### src/rtl/cla_pkg.sv
// Shared definitions for the nibble-serial carry-lookahead sequencer:
// FSM state encoding and the slice width.
package cla_pkg;

    localparam int NIB_W = 4;

    typedef enum logic [1:0] {
        IDLE = 2'd0,
        RUN  = 2'd1,
        DONE = 2'd2
    } state_t;

endpackage

### src/rtl/cla4_slice.sv
// Combinational 4-bit carry-lookahead adder slice; carries are computed
// directly from generate/propagate terms rather than rippled bit to bit.
module cla4_slice
    import cla_pkg::*;
(
    input  logic [NIB_W-1:0] a,
    input  logic [NIB_W-1:0] b,
    input  logic             cin,
    output logic [NIB_W-1:0] sum,
    output logic             cout
);

    logic [NIB_W-1:0] g;
    logic [NIB_W-1:0] p;
    logic [NIB_W:0]   c;

    assign g = a & b;
    assign p = a ^ b;

    assign c[0] = cin;
    assign c[1] = g[0] | (p[0] & cin);
    assign c[2] = g[1] | (p[1] & g[0]) | (p[1] & p[0] & cin);
    assign c[3] = g[2] | (p[2] & g[1]) | (p[2] & p[1] & g[0])
                | (p[2] & p[1] & p[0] & cin);
    assign c[4] = g[3] | (p[3] & g[2]) | (p[3] & p[2] & g[1])
                | (p[3] & p[2] & p[1] & g[0]) | (p[3] & p[2] & p[1] & p[0] & cin);

    assign sum  = p ^ c[NIB_W-1:0];
    assign cout = c[NIB_W];

endmodule

### src/rtl/cla_seq_ctrl.sv
// Sequencer that computes a WIDTH-bit sum one nibble per cycle through a single
// shared cla4_slice. Defining CLA_SEQ_SUB_EN adds op_sub for A-B subtraction.
module cla_seq_ctrl
    import cla_pkg::*;
#(
    parameter int WIDTH = 16
) (
    input  logic             clk,
    input  logic             rst_n,
    input  logic             in_valid,
    output logic             in_ready,
    input  logic [WIDTH-1:0] in_a,
    input  logic [WIDTH-1:0] in_b,
    input  logic             in_cin,
`ifdef CLA_SEQ_SUB_EN
    input  logic             op_sub,
`endif
    output logic             out_valid,
    input  logic             out_ready,
    output logic [WIDTH-1:0] out_sum,
    output logic             out_cout,
    output logic             busy
);

    localparam int NIB = WIDTH / NIB_W;
    localparam int CW  = (NIB > 1) ? $clog2(NIB) : 1;
    localparam logic [CW-1:0] CNT_LAST = CW'(NIB - 1);

    // Handshakes: a transfer happens on a rising edge where valid && ready.
    // in_ready is high only in IDLE and out_valid only in DONE, so an operand
    // set is never accepted in the same cycle a result is handed off.
    state_t state_q, state_d;

    logic [WIDTH-1:0] a_q, b_q, sum_q;
    logic             carry_q, cout_q;
    logic [CW-1:0]    cnt_q;
    logic [NIB_W-1:0] s_sum;
    logic             s_cout;
    logic [WIDTH-1:0] b_load;
    logic             cin_load;

`ifdef CLA_SEQ_SUB_EN
    // Subtraction is A + ~B + 1; B is inverted once at capture time.
    assign b_load   = op_sub ? ~in_b : in_b;
    assign cin_load = op_sub ? 1'b1 : in_cin;
`else
    assign b_load   = in_b;
    assign cin_load = in_cin;
`endif

    cla4_slice u_slice (
        .a    (a_q[cnt_q*NIB_W +: NIB_W]),
        .b    (b_q[cnt_q*NIB_W +: NIB_W]),
        .cin  (carry_q),
        .sum  (s_sum),
        .cout (s_cout)
    );

    always_ff @(posedge clk or negedge rst_n) begin
        if (!rst_n) state_q <= IDLE;
        else        state_q <= state_d;
    end

    always_comb begin
        state_d = state_q;
        case (state_q)
            IDLE:    if (in_valid)            state_d = RUN;
            RUN:     if (cnt_q == CNT_LAST)   state_d = DONE;
            DONE:    if (out_ready)           state_d = IDLE;
            default:                          state_d = IDLE;
        endcase
    end

    always_ff @(posedge clk or negedge rst_n) begin
        if (!rst_n) begin
            a_q     <= '0;
            b_q     <= '0;
            sum_q   <= '0;
            carry_q <= 1'b0;
            cout_q  <= 1'b0;
            cnt_q   <= '0;
        end else begin
            case (state_q)
                IDLE: begin
                    if (in_valid) begin
                        a_q     <= in_a;
                        b_q     <= b_load;
                        carry_q <= cin_load;
                        cnt_q   <= '0;
                    end
                end
                RUN: begin
                    sum_q[cnt_q*NIB_W +: NIB_W] <= s_sum;
                    carry_q <= s_cout;
                    cnt_q   <= cnt_q + 1'b1;
                    if (cnt_q == CNT_LAST) cout_q <= s_cout;
                end
                default: ;
            endcase
        end
    end

    assign in_ready  = (state_q == IDLE);
    assign out_valid = (state_q == DONE);
    assign busy      = (state_q != IDLE);
    assign out_sum   = sum_q;
    assign out_cout  = cout_q;

endmodule

### config.mk
export PLATFORM = sky130hd
export DESIGN_NAME = cla_seq_ctrl
export DESIGN_NICKNAME = d
export VERILOG_FILES = /design/src/rtl/cla_pkg.sv /design/src/rtl/cla4_slice.sv /design/src/rtl/cla_seq_ctrl.sv
export SDC_FILE = /design/constraint.sdc
export NUM_CORES = 1
export LEC_CHECK = 0
export BUFFER_PORTS_ARGS = -buffer_cell sky130_fd_sc_hd__buf_2
export CAP_MARGIN = 20
export CORE_ASPECT_RATIO = 0.6
export CORE_MARGIN = 4
export CORE_UTILIZATION = 45
export CTS_CLUSTER_DIAMETER = 200
export CTS_CLUSTER_SIZE = 12
export DETAILED_ROUTE_END_ITERATION = 10
export PLACE_DENSITY = 0.66
export SLEW_MARGIN = 0
export SYNTH_ARGS = -nofsm -noshare
export SYNTH_HDL_FRONTEND = slang
export SYNTH_SLANG_ARGS = --single-unit
### constraint.sdc
create_clock -name clk -period 6.4 [get_ports clk]
set_input_delay 1.28 -clock clk [delete_from_list [all_inputs] [get_ports clk]]
set_output_delay 1.28 -clock clk [all_outputs]
set_load 0.05 [all_outputs]
* Word level (Yosys, flattened, before mapping)
Index checks and enable logic that the tools add are counted.
** Storage, ports and cells
- Input port bits :: 37
- Register bits :: 54
- Output and inout port bits :: 20
- Word-level logic and storage cells :: 64
** Operators by class
- Shift operators :: 4
- Bitwise logic cells :: 29
- Equal/unequal tests :: 6
- $add $sub $neg :: 2
- Muxes and demuxes :: 9
- Reductions and logical operators :: 7
** Operator list (count)
- $neg A4 Y34 :: 1
- $shift A4 B34 Y16 const A :: 1
- $shiftx A4 B34 Y16 :: 1
- $shiftx A16 B5 Y4 :: 2
- $and A1 B1 Y1 :: 16
- $bwmux W16 :: 1
- $or A1 B1 Y1 :: 10
- $mux W2 :: 4
- $xor A4 B4 Y4 :: 2
- $pmux W2 S3 :: 1
- $reduce_and A2 Y1 :: 3
- $and A4 B4 Y4 :: 1
- $eq A2 B2 Y1 const B :: 2
- $ne A2 B2 Y1 const B :: 2
- $pmux W2 S2 :: 1
- $reduce_bool A2 Y1 :: 2
- $reduce_and A3 Y1 :: 1
- $add A2 B1 Y2 const B :: 1
- $eq A2 B1 Y1 const B :: 1
- $logic_not A2 Y1 :: 1
- $ne A2 B1 Y1 const B :: 1
- $pmux W1 S2 :: 1
- $mux W1 :: 1

* Longest topological paths before layout
- Word-level depth :: 9
- Mapped depth :: 6
- Mapped depth without buffers :: 5

* By module
Synthesis repeated with hierarchy kept, for this count alone.
** Second synthesis, totals
- Cells, all modules :: 186
- Area total of the unflattened synthesis :: 2667.6 um^2
** Modules (own cells, without submodules)
- cla_seq_ctrl :: cells an instance 169, times used 1, sequential area each 1351.3 um^2, area an instance 2519.9 um^2
- cla4_slice :: cells an instance 17, times used 1, sequential area each 0.0 um^2, area an instance 147.6 um^2

* Worst setup path after synthesis
Ideal clock, no wire load.
- Path kind :: register to output
- From :: register state_q[0]
- To :: output port in_ready
- Stages on the path, launching flop included :: 3
- Arrival time :: 1.205 ns
- Required time :: 5.120 ns
- Buffers on the path :: 0
- Path slack :: 3.915 ns
- Cell sequence :: dfrtp_1 -> or2_2 -> inv_1
** Between the ends
- Cells in the longest elaborated chain, start to end :: 1
** RTL lines
- start, declared :: RTL line cla_seq_ctrl.sv:32 : state_t state_q, state_d;
- start signal, assigned :: RTL line cla_seq_ctrl.sv:61 : else state_q <= state_d;
- $logic_not A2 Y1 :: RTL line cla_seq_ctrl.sv:103 : assign in_ready = (state_q == IDLE);
- end, declared :: RTL line cla_seq_ctrl.sv:11 : output logic in_ready,
Every way passes these cells.

* Worst setup path after layout
- From :: register cnt_q[0]
- To :: register sum_q[7] (netlist: out_sum[7])
** Between the ends
- Cells in the longest elaborated chain, start to end :: 9
- Elaborated cells on any way between the ends :: 24
- Classes of those cells :: add/sub (1); shift (4); mux (1); bitwise (18)
** RTL lines
- start, declared :: RTL line cla_seq_ctrl.sv:36 : logic [CW-1:0] cnt_q;
- start signal, assigned :: RTL line cla_seq_ctrl.sv:95 : cnt_q <= cnt_q + 1'b1;
- $shiftx A16 B5 Y4 (on tied branches) :: RTL line cla_seq_ctrl.sv:52, cla_seq_ctrl.sv:53
- $xor A4 B4 Y4 / $and A4 B4 Y4 (equally long branches) :: RTL line cla4_slice.sv:18, cla4_slice.sv:17
- $and A1 B1 Y1 (on tied branches) :: RTL line cla4_slice.sv:23, cla4_slice.sv:24
- $or A1 B1 Y1 (tied with other cells) :: RTL line cla4_slice.sv:23 : assign c[3] = g[2] | (p[2] & g[1]) | (p[2] & p[1] & g[0])
- $or A1 B1 Y1 / $and A1 B1 Y1 (equally long branches) :: RTL line cla4_slice.sv:23, cla4_slice.sv:24
- $or A1 B1 Y1 :: RTL line cla4_slice.sv:24 : | (p[2] & p[1] & p[0] & cin);
- $xor A4 B4 Y4 :: RTL line cla4_slice.sv:28 : assign sum = p ^ c[NIB_W-1:0];
- $shiftx A4 B34 Y16 :: RTL line cla_seq_ctrl.sv:93 : sum_q[cnt_q*NIB_W +: NIB_W] <= s_sum;
- $bwmux W16 (*) :: RTL line cla_seq_ctrl.sv:93
- end signal, assigned by index :: RTL line cla_seq_ctrl.sv:93
- end, declared :: RTL line cla_seq_ctrl.sv:34 : logic [WIDTH-1:0] a_q, b_q, sum_q;
Every way passes the cells marked *; elsewhere a longest branch is shown, timed or not.
A chain may end at the register's enable or synchronous reset.

==> results.txt <==
Psw: 0.871 mW
Crit path kind: register to register
Area Growth Syn to Fin: 17.3%
Placed Cells: 368
Skew-Pair Late Insertion Delay: 300 ps
Total power draw: 1.86 mW
Final wirelength: 5540 um
Worst Setup Slack, final: 3670 ps
Final critical-path share of the clock period: 42.7%
Largest net degree at the start of global routing: 55
CTS H-tree depth: 2
Delay-heaviest family, CP: compound AO/OA/AOI/OAI gates
Root buf cell: clkbuf_8
Max Cap Viol: 0
Post-synthesis cell type count: 37
Place WS: 3630 ps
Fin Hold WS: 479 ps
Post-synth top area share: 52.4%
Layout Nets: 344
Total congestion overflow: 0
Period minus WS final: 2730 ps
Syn avg cell area: 10.7 um^2
DR vias: 1884
Row cnt: 21
Initial core utilization: 46.3%
Design area: 3030 um^2
Combinational share of power: 54.7%
Synth warn: 0
Number of synthesized flops with an enable pin: 0
CTS tree: yes
Antenna diodes: 0
Tot GR Track Use: 17.5%
Hpwl dp: 3990 um
Sum Neg Setup Slack: 0 ps
CTS sink cnt: 54
Maximum vdd drop: 0.000178 V
DP Area: 2890 um^2
CTS max path bufs: 2
First-pass GRT wire length: 9520 um
Skew final: 7.20 ps
Fraction of registers with async set/reset: 100%
Switch share: 46.8%
DR iter-0 viols: 85
Syn_nets: 288
Clock Power Share: 12.0%
Top post-synthesis cells by area: dfrtp_1, nand2_1, mux4_2, ha_1, a22o_1
#FFs+latches synth: 54
Seq/Total Area, Yosys: 52.4%
CP Buf/Inv Count: 0
Cells along the critical path: mux4_2 -> ha_1 -> a21o_1 -> a22oi_1 -> a32o_1
WP data arrival: 2980 ps
Fin util: 54.3%
Detail Route Antenna Nets: 0
CP max stage delay: 820 ps
Top_reg_cell synth: dfrtp_1
Min-Delay Path Class: register to register
Biggest area consumer among synthesized cells: dfrtp_1
Cts bufs inserted: 5
Cells after Synth: 240
Initial antenna violation count: 0
Flop pwr share: 33.3%
DRC viols: 0
Cts hold-fix bufs: 0
CORE AREA: 5570 um^2
Setup violations, final: 0
Vias per cell: 5.00
Port bufs: 56
RSZ-0062 raised after global routing: false
1st-pass router iterations: 4
CP endpoint kind: register
Share of layout cells above drive strength 1: 27.6%
F_max: 0.366 GHz
Post-CTS Setup Repair Bufs: 0
Slew headroom: 51.5%
Startpoint types: register
Worst-Margin Slew: 728 ps
Post-Syn Area: 2580 um^2
Layout Cells excl Fill: 377
Slew Viols, Final: 0
CP max FO: 17
Most frequent cell after synthesis: nand2_1
Die width: 106 um
Routed length per instance: 14.7 um
Die H: 66.7 um
PD cells: 614 nW/um^2
Pleak: 1.60 nW
WP data required: 6650 ps
Number of global-route vias before repair: 1897
CP max-delay cell: dfrtp_1
Status: finished clean
Ports: 57
Commonest cells post-synth: nand2_1, dfrtp_1, ha_1
Internal: 0.989 mW
Die ar.: 7050 um^2
Final Wtd Congestion: 0.839
Final hold vios: 0
CTS resizes: 0
CTS clock-pin slew for the worst setup and hold paths: 90 ps
-- worst register-to-register path: cells and delay by family (launching register included) --
kind / cells / cell delay [ps]
AO/OA/AOI/OAI: 3 / 900
flip-flops: 1 / 820
multiplexers: 1 / 600
adder cells (fa/ha/maj): 1 / 360
-- state kept, by name, summed over array words and instances, names as in the netlist --
register / cells
out_sum: 16
a_q: 16
state_q: 2
carry_q: 1
cnt_q: 2
b_q: 16
out_cout: 1
-- final timing paths --
| kind | from | to | slack, ps | cells after the start |
|---|---|---|---|---|
| max in group asynchronous | rst_n | a_q[9] | 4870 | 2 |
| min in group asynchronous | rst_n | a_q[12] | 1090 | 2 |
| worst max-delay path | cnt_q[0] | out_sum[7] | 3670 | 5 |
| worst min register to register | a_q[13] | a_q[13] | 480 | 2 |
| worst min-delay path | a_q[13] | a_q[13] | 480 | 2 |
| worst max register to register | cnt_q[0] | out_sum[7] | 3670 | 5 |
-- power groups by stage --
stage               logic, mW  clock network [mW]  registers (mW)
floorplan               0.673                   0           0.722
global placement        0.983                   0           0.628
detailed placement       1.01                   0           0.629
CTS                      1.02               0.232           0.623
global route             1.14               0.244           0.647
finish                   1.02               0.222           0.619
-- area by class of cell --
cell class	instances	area [um^2]
Clock buffer	7	76.3
Clock inverter	1	30.0
Fill cell	535	2540
Inverter	5	18.8
Multi-Input combinational cell	171	1130
Sequential cell	54	1350
Tap cell	80	100
Timing Repair Buffer	59	323
-- metal layers --
layer	GRT usage, %	part of all wire [%]	wire length [um]
met5	0	0	0
met3	4.65	6.3	348
met2	24.4	41	2260
met1	25.9	51	2850
met4	6.46	1.4	80
-- layout by cell type, fill, tap and decap left out, drive strengths merged, types with 2 or more instances in the layout --
cell type	instances
inv	5
nand2	103
buf	59
nor2	2
ha	10
a22o	9
nand3	2
dfrtp	54
and3	3
or2	2
a32o	8
o21ai	4
clkbuf	7
a21o	2
mux4	8
-- logic make-up after synthesis --
| group | after synthesis | synth area share, % |
|---|---|---|
| buf+inv | 15 | 4.17 |
| flops | 54 | 52.4 |
| simple gates | 120 | 20.6 |
| fa+ha+maj | 11 | 5.63 |
| mux | 8 | 6.98 |
| compound gates | 31 | 9.89 |
| xor+xnor | 1 | 0.340 |
Note: power is estimated with default switching activity, not from simulation.
